File: src/rtl/bullet_hit_scanner.sv
// Walks the 8 bullet-table slots once per start pulse and sums damage, heal
// and a hit mask for every rendered bullet overlapping the player heart box.
module bullet_hit_scanner #(
  parameter logic [7:0] DMG_WHITE  = 8'd4,
  parameter logic [7:0] DMG_BLUE   = 8'd4,
  parameter logic [7:0] HEAL_GREEN = 8'd2
) (
  input  logic        clk,
  input  logic        rst_n,
  input  logic        start,
  input  logic [7:0]  player_x,
  input  logic [7:0]  player_y,
  input  logic [7:0]  player_w,
  input  logic [7:0]  player_h,
  input  logic        player_moving,
  output logic [2:0]  bul_index,
  input  logic [15:0] bul_position,
  input  logic [15:0] bul_size,
  input  logic [2:0]  bul_color,
  input  logic        bul_render,
  output logic        busy,
  output logic        done,
  output logic [7:0]  damage,
  output logic [7:0]  heal,
  output logic [7:0]  hit_mask,
  output logic [1:0]  dbg_state
);

  typedef enum logic [1:0] {S_IDLE, S_SCAN, S_DRAIN, S_DONE} state_t;

  state_t     state_q;
  logic [2:0] idx_q, sidx_q;
  logic [7:0] px_q, py_q, pw_q, ph_q;
  logic       mv_q;
  logic [7:0] sbx_q, sby_q, sbw_q, sbh_q;
  logic [2:0] scol_q;
  logic       srnd_q, svld_q;
  logic [7:0] dmg_acc_q, heal_acc_q, mask_acc_q;
  logic [7:0] dmg_acc_d, heal_acc_d, mask_acc_d;
  logic [7:0] damage_q, heal_q, mask_q;
  logic       done_q;

  logic [8:0] dmg_sum, heal_sum;
  logic [7:0] dmg_add, heal_add;
  logic       mask_bit, overlap, nonzero;

  // Edges compared in 9 bits so x+w near 255 cannot wrap into a false hit.
  always_comb begin
    overlap = ({1'b0, sbx_q} < ({1'b0, px_q} + {1'b0, pw_q})) &&
              ({1'b0, px_q} < ({1'b0, sbx_q} + {1'b0, sbw_q})) &&
              ({1'b0, sby_q} < ({1'b0, py_q} + {1'b0, ph_q})) &&
              ({1'b0, py_q} < ({1'b0, sby_q} + {1'b0, sbh_q}));
    nonzero = (pw_q != 8'd0) && (ph_q != 8'd0) && (sbw_q != 8'd0) && (sbh_q != 8'd0);
    dmg_add  = 8'd0;
    heal_add = 8'd0;
    mask_bit = 1'b0;
    if (svld_q && srnd_q && overlap && nonzero) begin
      case (scol_q)
        3'b000: begin dmg_add = DMG_WHITE; mask_bit = 1'b1; end
        3'b010: if (mv_q) begin dmg_add = DMG_BLUE; mask_bit = 1'b1; end
        3'b001: begin heal_add = HEAL_GREEN; mask_bit = 1'b1; end
        default: ;
      endcase
    end
    dmg_sum    = {1'b0, dmg_acc_q} + {1'b0, dmg_add};
    heal_sum   = {1'b0, heal_acc_q} + {1'b0, heal_add};
    dmg_acc_d  = dmg_sum[8] ? 8'hFF : dmg_sum[7:0];
    heal_acc_d = heal_sum[8] ? 8'hFF : heal_sum[7:0];
    mask_acc_d = mask_acc_q | ({7'd0, mask_bit} << sidx_q);
  end

  always_ff @(posedge clk or negedge rst_n) begin
    if (!rst_n) begin
      state_q    <= S_IDLE;
      idx_q      <= 3'd0;
      sidx_q     <= 3'd0;
      px_q       <= 8'd0;
      py_q       <= 8'd0;
      pw_q       <= 8'd0;
      ph_q       <= 8'd0;
      mv_q       <= 1'b0;
      sbx_q      <= 8'd0;
      sby_q      <= 8'd0;
      sbw_q      <= 8'd0;
      sbh_q      <= 8'd0;
      scol_q     <= 3'd0;
      srnd_q     <= 1'b0;
      svld_q     <= 1'b0;
      dmg_acc_q  <= 8'd0;
      heal_acc_q <= 8'd0;
      mask_acc_q <= 8'd0;
      damage_q   <= 8'd0;
      heal_q     <= 8'd0;
      mask_q     <= 8'd0;
      done_q     <= 1'b0;
    end else begin
      done_q <= 1'b0;
      case (state_q)
        S_IDLE: begin
          if (start) begin
            state_q    <= S_SCAN;
            px_q       <= player_x;
            py_q       <= player_y;
            pw_q       <= player_w;
            ph_q       <= player_h;
            mv_q       <= player_moving;
            idx_q      <= 3'd0;
            svld_q     <= 1'b0;
            dmg_acc_q  <= 8'd0;
            heal_acc_q <= 8'd0;
            mask_acc_q <= 8'd0;
          end
        end
        S_SCAN: begin
          // Stage 1 captures the current slot while stage 2 scores the previous one.
          sbx_q      <= bul_position[15:8];
          sby_q      <= bul_position[7:0];
          sbw_q      <= bul_size[15:8];
          sbh_q      <= bul_size[7:0];
          scol_q     <= bul_color;
          srnd_q     <= bul_render;
          sidx_q     <= idx_q;
          svld_q     <= 1'b1;
          dmg_acc_q  <= dmg_acc_d;
          heal_acc_q <= heal_acc_d;
          mask_acc_q <= mask_acc_d;
          idx_q      <= idx_q + 3'd1;
          if (idx_q == 3'd7) state_q <= S_DRAIN;
        end
        S_DRAIN: begin
          dmg_acc_q  <= dmg_acc_d;
          heal_acc_q <= heal_acc_d;
          mask_acc_q <= mask_acc_d;
          damage_q   <= dmg_acc_d;
          heal_q     <= heal_acc_d;
          mask_q     <= mask_acc_d;
          svld_q     <= 1'b0;
          done_q     <= 1'b1;
          state_q    <= S_DONE;
        end
        default: state_q <= S_IDLE;
      endcase
    end
  end

  assign bul_index = idx_q;
  assign busy      = (state_q != S_IDLE);
  assign done      = done_q;
  assign damage    = damage_q;
  assign heal      = heal_q;
  assign hit_mask  = mask_q;
  assign dbg_state = state_q;

endmodule

File: config.mk
export PLATFORM = sky130hd
export DESIGN_NAME = bullet_hit_scanner
export DESIGN_NICKNAME = d
export VERILOG_FILES = /design/src/rtl/bullet_hit_scanner.sv
export SDC_FILE = /design/constraint.sdc
export NUM_CORES = 1
export LEC_CHECK = 0
export ABC_AREA = 1
export BUFFER_PORTS_ARGS = -buffer_cell sky130_fd_sc_hd__buf_2
export CAP_MARGIN = 20
export CORE_UTILIZATION = 26
export CTS_BUF_LIST = sky130_fd_sc_hd__clkbuf_16
export DETAILED_ROUTE_END_ITERATION = 7
export PLACE_DENSITY = 0.5
export SYNTH_ARGS = -nofsm -noshare
export SYNTH_HDL_FRONTEND = slang
export SYNTH_SLANG_ARGS = --single-unit
File: constraint.sdc
create_clock -name clk -period 10.1 [get_ports clk]
set_input_delay 2.525 -clock clk [delete_from_list [all_inputs] [get_ports clk]]
set_output_delay 2.525 -clock clk [all_outputs]
set_load 0.01 [all_outputs]
# Yosys cells after proc, flatten, opt, wreduce, memory -nomap -nowiden
# Index checks and enable logic that the tools add are counted.
[totals] wordCells=90 reg_bits=127 output_inout_bits=31 input_bits=72
[classes] n_reduce_logical=26 addsub=7 n_lt_le_gt_ge=4 mux=22 shifts=1 eq_ne=7 bitwise_logic=1
[op_table] operator="8-bit by 8-bit adder with 9-bit output" n=6
[op_table] operator="8-bit one-hot mux with 2 select lines" n=3
[op_table] operator="8-bit by 9-bit < comparator with 1-bit output" n=4
[op_table] operator="8-bit 2-to-1 mux" n=4
[op_table] operator="8-bit nonzero test" n=4
[op_table] operator="3-bit one-hot mux with 2 select lines" n=2
[op_table] operator="2-bit AND reduction" n=5
[op_table] operator="1-bit logical AND" n=9
[op_table] operator="2-bit 2-to-1 mux" n=4
[op_table] operator="8-bit bitwise OR" n=1
[op_table] operator="1-bit by 3-bit << shifter with 8-bit output" n=1
[op_table] operator="3-bit 2-to-1 mux" n=2
[op_table] operator="2-bit one-hot mux with 3 select lines" n=1
[op_table] operator="2-bit nonzero test" n=3
[op_table] operator="1-bit 2-to-1 mux" n=4
[op_table] operator="2-bit inequality test (second input constant)" n=2
[op_table] operator="2-bit OR reduction" n=2
[op_table] operator="3-bit by 1-bit adder with 3-bit output (second input constant)" n=1
[op_table] operator="3-bit by 1-bit equality test with 1-bit output (second input constant)" n=1
[op_table] operator="3-bit by 2-bit equality test with 1-bit output (second input constant)" n=1
[op_table] operator="3-bit equality test (second input constant)" n=1
[op_table] operator="3-bit zero test" n=1
[op_table] operator="1-bit one-hot mux with 3 select lines" n=1
[op_table] operator="3-bit nonzero test" n=1
[op_table] operator="other kinds (4)" n=4

# Longest topological paths before layout
# Gate-level depths: netlist of the first run.
[logic_depth] ltp_word=11 depth_mapped=31 depth_no_buf=31

# Least setup slack after synthesis of the first run
# No wires, ideal clock.
[synth_timing] kind="reg-to-reg" start="register pw_q[0]" end="register damage_q[5] (netlist: damage[5])" t_arrival_ns=3.848 setup_slack_ns=6.169 period_less_slack_ns=3.931 setup_time_ns=0.083 stages_incl_launch_ff=30 required_ns=10.017 cell_sequence="dfrtp_1 > ha_1 > inv_1 > fa_1 > nand3b_1 > and2_4 > nor3_4 > nor2_1 > xor2_1 > ha_1 > a21oi_1 > nand2_1 > nand2_1 > nand2_1 > nand2_1 > nand3_1 > or2_2 > nor2_1 > ha_1 > ha_1 > nand2_1 > nor2_1 > inv_1 > nor2_1 > inv_1 > nor2_1 > inv_1 > nand2_1 > nor2_1 > o21ai_0"
[synth_via] elab_chain_cells=10 elab_cells_between_ends=14 cone_classes="add/sub (2); order compare (1); mux (2); reduce/logical (9)"
[synth_lines] item="start: declaration" line="33" text="logic [7:0] px_q, py_q, pw_q, ph_q;"
[synth_lines] item="start signal: assignment" line="104" text="pw_q <= player_w;"
[synth_lines] item="8-bit by 8-bit adder with 9-bit output" line="49" text="overlap = ({1'b0, sbx_q} < ({1'b0, px_q} + {1'b0, pw_q})) &&"
[synth_lines] item="8-bit by 9-bit < comparator with 1-bit output" line="49"
[synth_lines] item="1-bit logical AND" line="49"
[synth_lines] item="1-bit logical AND" line="50" text="({1'b0, px_q} < ({1'b0, sbx_q} + {1'b0, sbw_q})) &&"
[synth_lines] item="1-bit logical AND" line="51" text="({1'b0, sby_q} < ({1'b0, py_q} + {1'b0, ph_q})) &&"
[synth_lines] item="1-bit logical AND" line="57" text="if (svld_q && srnd_q && overlap && nonzero) begin"
[synth_lines] item="1-bit logical AND (*)" line="57"
[synth_lines] item="8-bit 2-to-1 mux (*)" line="57"
[synth_lines] item="8-bit by 8-bit adder with 9-bit output (*)" line="65" text="dmg_sum = {1'b0, dmg_acc_q} + {1'b0, dmg_add};"
[synth_lines] item="8-bit 2-to-1 mux (*)" line="67" text="dmg_acc_d = dmg_sum[8] ? 8'hFF : dmg_sum[7:0];"
[synth_lines] item="end signal: assignment" line="134" text="damage_q <= dmg_acc_d;"
[synth_lines] item="end: declaration" line="40" text="logic [7:0] damage_q, heal_q, mask_q;"
# Mark *: on every way between the ends. The rest lies on a longest branch, timed or not.
# A chain may end at the register's enable or synchronous reset.

# Final worst setup path of the first run
# Ends and elaborated chain as after synthesis.

==> results of run 1 <==
-- Yosys cell counts (all sizes together) --
library cell | instances | share of area, %
nand2 | 338 | 18
dfrtp | 127 | 44
inv | 92 | 4.8
ha | 70 | 12
o21ai | 64 | 4.6
a21oi | 40 | 2.8
nor2 | 33 | 1.8
clkbuf | 23 | 1.3
nand3 | 19 | 1.3
xor2 | 14 | 1.7
a21boi | 9 | 0.99
nand4 | 9 | 0.78
xnor2 | 8 | 0.98
nor4 | 7 | 0.61
o22ai | 7 | 0.61
nor3 | 5 | 0.73
fa | 4 | 1.1
a31oi | 3 | 0.26
o21bai | 3 | 0.31
a21o | 2 | 0.21
a22oi | 1 | 0.10
and2 | 1 | 0.12
nand3b | 1 | 0.10
nor3b | 1 | 0.10
o211ai | 1 | 0.10
o31ai | 1 | 0.10
or2 | 1 | 0.087
-- area by class of cell --
| cell class | count | share of cell area, % |
|---|---|---|
| Clock buffer | 17 | 4.95 |
| Timing Repair Buffer | 107 | 6.55 |
| Sequential cell | 127 | 36.9 |
| Inverter | 92 | 4.01 |
| Clock inverter | 15 | 1.21 |
| Tap cell | 341 | 4.96 |
| Multi-Input combinational cell | 642 | 41.4 |
-- power by group through the flow --
stage          clock [W]  sequential (W)  combinational [W]
4_1_cts         0.000584        0.000845            0.00154
2_1_floorplan          0        0.000796            0.00120
3_3_place_gp           0        0.000851            0.00149
5_1_grt         0.000607        0.000862            0.00181
6_report        0.000568        0.000836            0.00151
3_5_place_dp           0        0.000850            0.00153
-- logic make-up after synthesis --
group,Yosys count,synth area share [%]
DFF,127,44.3
buffers and inverters,115,6.15
and+or+nand+nor,415,23.4
xor gates and xnor gates,22,2.68
adders and majority gates,74,13.3
AOI/OAI and AO/OA,131,10.1
-- routing by layer --
metal  part of all wire [%]  vias to the layer above  routed length (um)
li1                       -                     3053                   -
met1                     49                     2623                8800
met2                     46                       84                8130
met3                    3.6                       20                 651
met4                    1.5                        0                 271
met5                      0                        -                   0
-- critical path, delay by kind of cell (launching register included) --
| kind | cells | cell delay [ps] |
|---|---|---|
| XOR/XNOR | 1 | 140 |
| adder cells (fa/ha/maj) | 5 | 1220 |
| AND/OR/NAND/NOR | 17 | 2140 |
| flip-flops | 1 | 400 |
| buffers and inverters | 4 | 330 |
| AO/OA/AOI/OAI | 2 | 290 |
-- through the flow --
| step | setup slack (ps) | cells | utilization (%) | hold slack, ps |
|---|---|---|---|---|
| after floorplan | 6170 | 884 | - | 442 |
| after global placement | 5470 | 1308 | 29.8 | 460 |
| after detailed placement | 5460 | 1308 | 29.8 | 464 |
| after CTS | 5420 | 1340 | 31.8 | 479 |
| after global routing | 4850 | 1341 | 31.8 | 510 |
| final | 5480 | 1341 | 31.8 | 475 |
-- worst max path at each step --
stage | start | depth (start not counted) | endpoint
detailed placement | pw_q[0] | 29 | damage[5]
global placement | pw_q[0] | 31 | damage[5]
CTS | pw_q[0] | 31 | damage[5]
global route | pw_q[0] | 29 | damage[5]
finish | pw_q[0] | 29 | damage[5]
floorplan | pw_q[0] | 29 | damage[5]
==> flow_metrics.env, run 1 <==
export IMPL_drtIter0Drc=308
export IMPL_cp_arrival_ps=4960
export IMPL_hold_start="damage[3]"
export IMPL_hold_path_class="reg2reg"
export IMPL_globalplace_congestion=0.737
export IMPL_cts_root_buf="clkbuf_16"
export IMPL_fin_area_um2=8600
export IMPL_busiest_layer="met2"
export IMPL_drv_cap=0
export IMPL_seqPwrFrac_pct=28.7
export IMPL_holdPathStages=2
export IMPL_place_hpwl_um=13100
export IMPL_r2r_slack_ps=5480
export IMPL_ant_nets=0
export IMPL_cp_slowest_cell="dfrtp_1"
export IMPL_final_common_cell="nand2_1"
export IMPL_rsz0062_at_grt="false"
export IMPL_p_comb_share_pct=51.8
export IMPL_layout_nets=1133
export IMPL_die_h_um=168
export IMPL_portBuffers=102
export IMPL_syn_inst=884
export IMPL_die_width_um=168
export IMPL_synth_cell_types=37
export IMPL_slew_viol_final=0
export IMPL_start_util_pct=26.6
export IMPL_reg2reg_depth=29
export IMPL_cts_made_buffers=17
export IMPL_pin_count=103
export IMPL_wirelength_um=17900
export IMPL_synth_area_um2=7180
export IMPL_switching_share_pct=44.8
export IMPL_area_growth_pct=19.9
export IMPL_wl_per_cell_um=13.3
export IMPL_tightest_slew_ps=898
export IMPL_critPathRequiredTime_ps=10440
export IMPL_ys_seq_area_share_pct=44.3
export IMPL_setup_viol=0
export IMPL_min_to="damage[3]"
export IMPL_gr_usage_met1_pct=18.1
export IMPL_syn_avg_cell_area_um2=8.12
export IMPL_fillers=2918
export IMPL_drive_above_1_share_pct=15.0
export IMPL_cts_max_path_buffers=2
export IMPL_coreArea_um2=27000
export IMPL_finClkSkew_ps=9.94
export IMPL_clkLatencyLatePin_ps=430
export IMPL_grt_max_degree=76
export IMPL_multi_input_area_um2=3560
export IMPL_period_needed_ps=4620
export IMPL_postCtsSetupRepairBufs=0
export IMPL_cts_resized_gates=0
export IMPL_period_share_pct=45.8
export IMPL_final_cell_mix="334 x nand2_1, 127 x dfrtp_1, 101 x buf_2"
export IMPL_grtUsageTotal_pct=13.7
export IMPL_hold_violations=0
export IMPL_rows=60
export IMPL_yosys_warnings=0
export IMPL_cpPeakStageDelay_ps=400
export IMPL_tns_ps=0
export IMPL_cts_tree="yes"
export IMPL_slew_headroom_pct=40.1
export IMPL_syn_num_nets=1030
export IMPL_clock_sinks=127
export IMPL_cp_end_kind="flop"
export IMPL_r2r_end="damage[5]"
export IMPL_clk_pin_slew_ps=60
export IMPL_holdBufCountCts=0
export IMPL_ir_worst_vdd_mv=0.122
export IMPL_p_sw_w=0.00130
export IMPL_antenna_found_initial=0
export IMPL_vias=5780
export IMPL_clkPwrFrac_pct=19.5
export IMPL_drt_pass1_iter_count=4
export IMPL_htreeDepth=4
export IMPL_p_int_w=0.00161
export IMPL_max_freq_mhz=216
export IMPL_grt_pass1_wl_um=30300
export IMPL_r2r_start="pw_q[0]"
export IMPL_status="finished, final reports clean"
export IMPL_grt_use_met3_pct=2.70
export IMPL_cp_start_kind="flop"
export IMPL_drc=0
export IMPL_detailed_place_area_um2=8050
export IMPL_p_per_area_nw_per_um2=338
export IMPL_worstSetupPathType="reg2reg"
export IMPL_p_leak_nw=4.64
export IMPL_grt_pass1_vias=5958
export IMPL_grt_overflow=0
export IMPL_diodes=0
export IMPL_finalPower_w=0.00291
export IMPL_grt_util_met2_pct=22.4
export IMPL_crit_fanout=7
export IMPL_die_area_um2=28300
export IMPL_vias_per_cell=4.31
export IMPL_synth_seq_cells=127
export IMPL_final_seq_area_um2=3180
(Power assumes the default switching activity.)
==> run 2: changes to the inputs <==
--- a/config.mk
+++ b/config.mk
@@ -5,7 +5,7 @@
 export SDC_FILE = /design/constraint.sdc
 export NUM_CORES = 1
 export LEC_CHECK = 0
-export ABC_AREA = 1
+export ABC_AREA = 0
 export BUFFER_PORTS_ARGS = -buffer_cell sky130_fd_sc_hd__buf_2
 export CAP_MARGIN = 20
 export CORE_UTILIZATION = 26
==> constraint.sdc (replaced) <==
create_clock -name clk -period 4.6 [get_ports clk]
set_input_delay 1.15 -clock clk [delete_from_list [all_inputs] [get_ports clk]]
set_output_delay 1.15 -clock clk [all_outputs]
set_load 0.01 [all_outputs]
==> run 2 against run 1 <==
Compared with the run above:
- sequential power up 130%
- critical path depth shrank 9
- via count shrank 8.3%
- clock power grew to 2.6 times the previous value
- clock skew is 0.67 ps higher
- synthesized cell count fell by 25%
- first-iteration DRC count shrank 49%
- critical path type unchanged
- largest power group unchanged
==> flow_metrics.env, run 2 <==
export IMPL_antenna_found_initial=0
export IMPL_synth_seq_cells=127
export IMPL_tightest_slew_ps=974
export IMPL_globalplace_congestion=0.777
export IMPL_crit_fanout=4
export IMPL_die_area_um2=28300
export IMPL_drc=0
export IMPL_tns_ps=0
export IMPL_worstSetupPathType="reg2reg"
export IMPL_syn_num_nets=809
export IMPL_ir_worst_vdd_mv=0.266
export IMPL_syn_avg_cell_area_um2=10.8
export IMPL_grtUsageTotal_pct=13.3
export IMPL_wirelength_um=17800
export IMPL_drt_pass1_iter_count=4
export IMPL_period_needed_ps=4280
export IMPL_grt_pass1_vias=5498
export IMPL_ys_flop_type="dfrtp_1"
export IMPL_multi_input_area_um2=3920
export IMPL_max_freq_mhz=234
export IMPL_period_share_pct=93.1
export IMPL_cp_arrival_ps=4550
export IMPL_synthArstFlopShare_pct=100
export IMPL_wl_per_cell_um=15.7
export IMPL_r2r_start="sby_q[0]"
export IMPL_fin_hold_ws_ps=473
export IMPL_cts_max_path_buffers=2
export IMPL_synth_common_cells="127 x dfrtp_1, 70 x ha_1, 70 x mux2_2, 51 x nor2_1, 47 x a21oi_1"
export IMPL_clk_pin_slew_ps=60
export IMPL_fin_area_um2=8890
export IMPL_critPathLaunch="sby_q[0]"
export IMPL_p_leak_nw=4.11
export IMPL_cts_root_buf="clkbuf_16"
export IMPL_cp_start_kind="flop"
export IMPL_layout_nets=924
export IMPL_netlist_area_leader_share_pct=44.2
export IMPL_clkLatencyLatePin_ps=420
export IMPL_htreeDepth=4
export IMPL_final_common_cell="dfrtp_1"
export IMPL_detailed_place_area_um2=8150
export IMPL_fillers=2806
export IMPL_p_per_area_nw_per_um2=853
export IMPL_die_width_um=168
export IMPL_place_hpwl_um=13200
export IMPL_die_h_um=168
export IMPL_coreArea_um2=27000
export IMPL_rows=60
export IMPL_final_seq_area_um2=3180
export IMPL_final_cell_mix="125 x dfrtp_1, 101 x buf_2, 70 x mux2_2"
export IMPL_grt_overflow=0
export IMPL_hold_start="svld_q"
export IMPL_grt_pass1_wl_um=29200
export IMPL_ant_nets=0
export IMPL_grt_max_degree=66
export IMPL_cts_tree="yes"
export IMPL_pin_count=103
export IMPL_hold_violations=0
export IMPL_critPathRequiredTime_ps=4870
export IMPL_drv_cap=0
export IMPL_clock_sinks=127
export IMPL_vias_per_cell=4.69
export IMPL_drive_above_1_share_pct=33.5
export IMPL_syn_inst=663
export IMPL_setup_viol=0
export IMPL_ys_seq_area_share_pct=44.2
export IMPL_slew_viol_final=0
export IMPL_finClkSkew_ps=10.6
export IMPL_portBuffers=102
export IMPL_vias=5303
export IMPL_diodes=0
export IMPL_hold_path_class="reg2reg"
export IMPL_synth_most_common_cell="dfrtp_1"
export IMPL_cp_end_kind="flop"
export IMPL_drtIter0Drc=156
export IMPL_area_growth_pct=23.6
export IMPL_synth_edf_count=0
export IMPL_start_util_pct=26.6
export IMPL_yosys_area_top_type="dfrtp_1"
export IMPL_ys_top_cells_by_area="dfrtp_1 44%, ha_1 12%, mux2_2 11%"
export IMPL_yosys_warnings=0
export IMPL_cts_made_buffers=17
export IMPL_synth_area_um2=7190
export IMPL_synth_cell_types=52
export IMPL_slew_headroom_pct=35.1
export IMPL_status="finished, final reports clean"
## run 2: cell types whose count changed in the layout (fill, tap and decap cells not counted), moves of 10 or more
| cell | previous run | this run |
|---|---|---|
| nor2b_1 | 0 | 10 |
| nor2_1 | 32 | 51 |
| inv_1 | 92 | 19 |
| o21ai_0 | 61 | 27 |
| nand2_1 | 334 | 43 |
| a21o_1 | 2 | 15 |
| mux2_2 | 0 | 70 |
| buf_4 | 5 | 16 |
## run 2: report_power, final
group | internal [W] | switching [W] | total [W]
registers | 0.00153 | 0.000411 | 0.00194
clock network | 0.000959 | 0.000542 | 0.00150
logic | 0.00197 | 0.00216 | 0.00413
## run 2: metrics by stage
stage	util [%]	worst slack (ps)	cells	total power [W]
after floorplan	-	204	663	0.00497
after detailed placement	30.2	98.0	1096	0.00600
after global routing	32.9	-6.19	1131	0.00835
after global placement	30.2	161	1096	0.00594
after CTS	32.5	23.5	1127	0.00757
final	32.9	319	1131	0.00758
## run 2: logic make-up (layout without fill, tap and decap cells)
group                    count (synthesis)  count (layout)  synth area share [%]
multiplexers                            79              79                  12.2
XOR/XNOR                                22              22                  2.68
buffers and inverters                   41             168                  2.24
adder cells (fa/ha/maj)                 74              74                  13.3
flip-flops                             127             127                  44.2
AND/OR/NAND/NOR                        171             171                  11.7
AO/OA/AOI/OAI                          149             149                  13.7
## run 2: worst paths after layout
path                                       to  slack [ps]  cells after the start
worst max-delay path                  heal[7]         320                     20
worst min-delay path                   svld_q         470                      2
worst max register to register        heal[7]         320                     20
worst min register to register         svld_q         470                      2
max in group asynchronous            sbh_q[1]        2910                      2
min in group asynchronous       mask_acc_q[6]         820                      1
## run 2: metal layers
metal  wire, um  vias up  track usage [%]
li1           -     2637                -
met1       8590     2555             17.4
met2       8280       90             21.3
met3        679       21             3.41
met4        248        0             4.15
met5          0        -                0
## run 2: what timing repair did
| item | 4_1_cts | 5_1_grt |
|---|---|---|
| resized for setup | 0 | 26 |
| setup endpoints to repair | 0 | 32 |
| setup buffers | 0 | 4 |
| hold buffers | 0 | 0 |
## run 2: area by class of cell
type	count	area share [%]
Sequential cell	127	35.8
Clock buffer	17	4.79
Timing Repair Buffer	118	7.26
Clock inverter	14	2.42
Inverter	19	0.802
Multi-Input combinational cell	495	44.1
Tap cell	341	4.80
## run 2: worst max-delay path: stages (launching register included)
cell and delay, ps:
dfrtp_1 390, ha_2 210, fa_2 420, a211oi_2 200
nor2_1 90, o21ai_1 160, xor2_1 160, ha_1 260
a21o_1 170, a221oi_2 250, o21ai_1 120, a31oi_2 220
nand4_4 160, nor4b_2 280, ha_1 210, ha_1 160
and3_1 210, and3_1 180, nand3_1 70, o21ai_0 100
mux2i_1 100
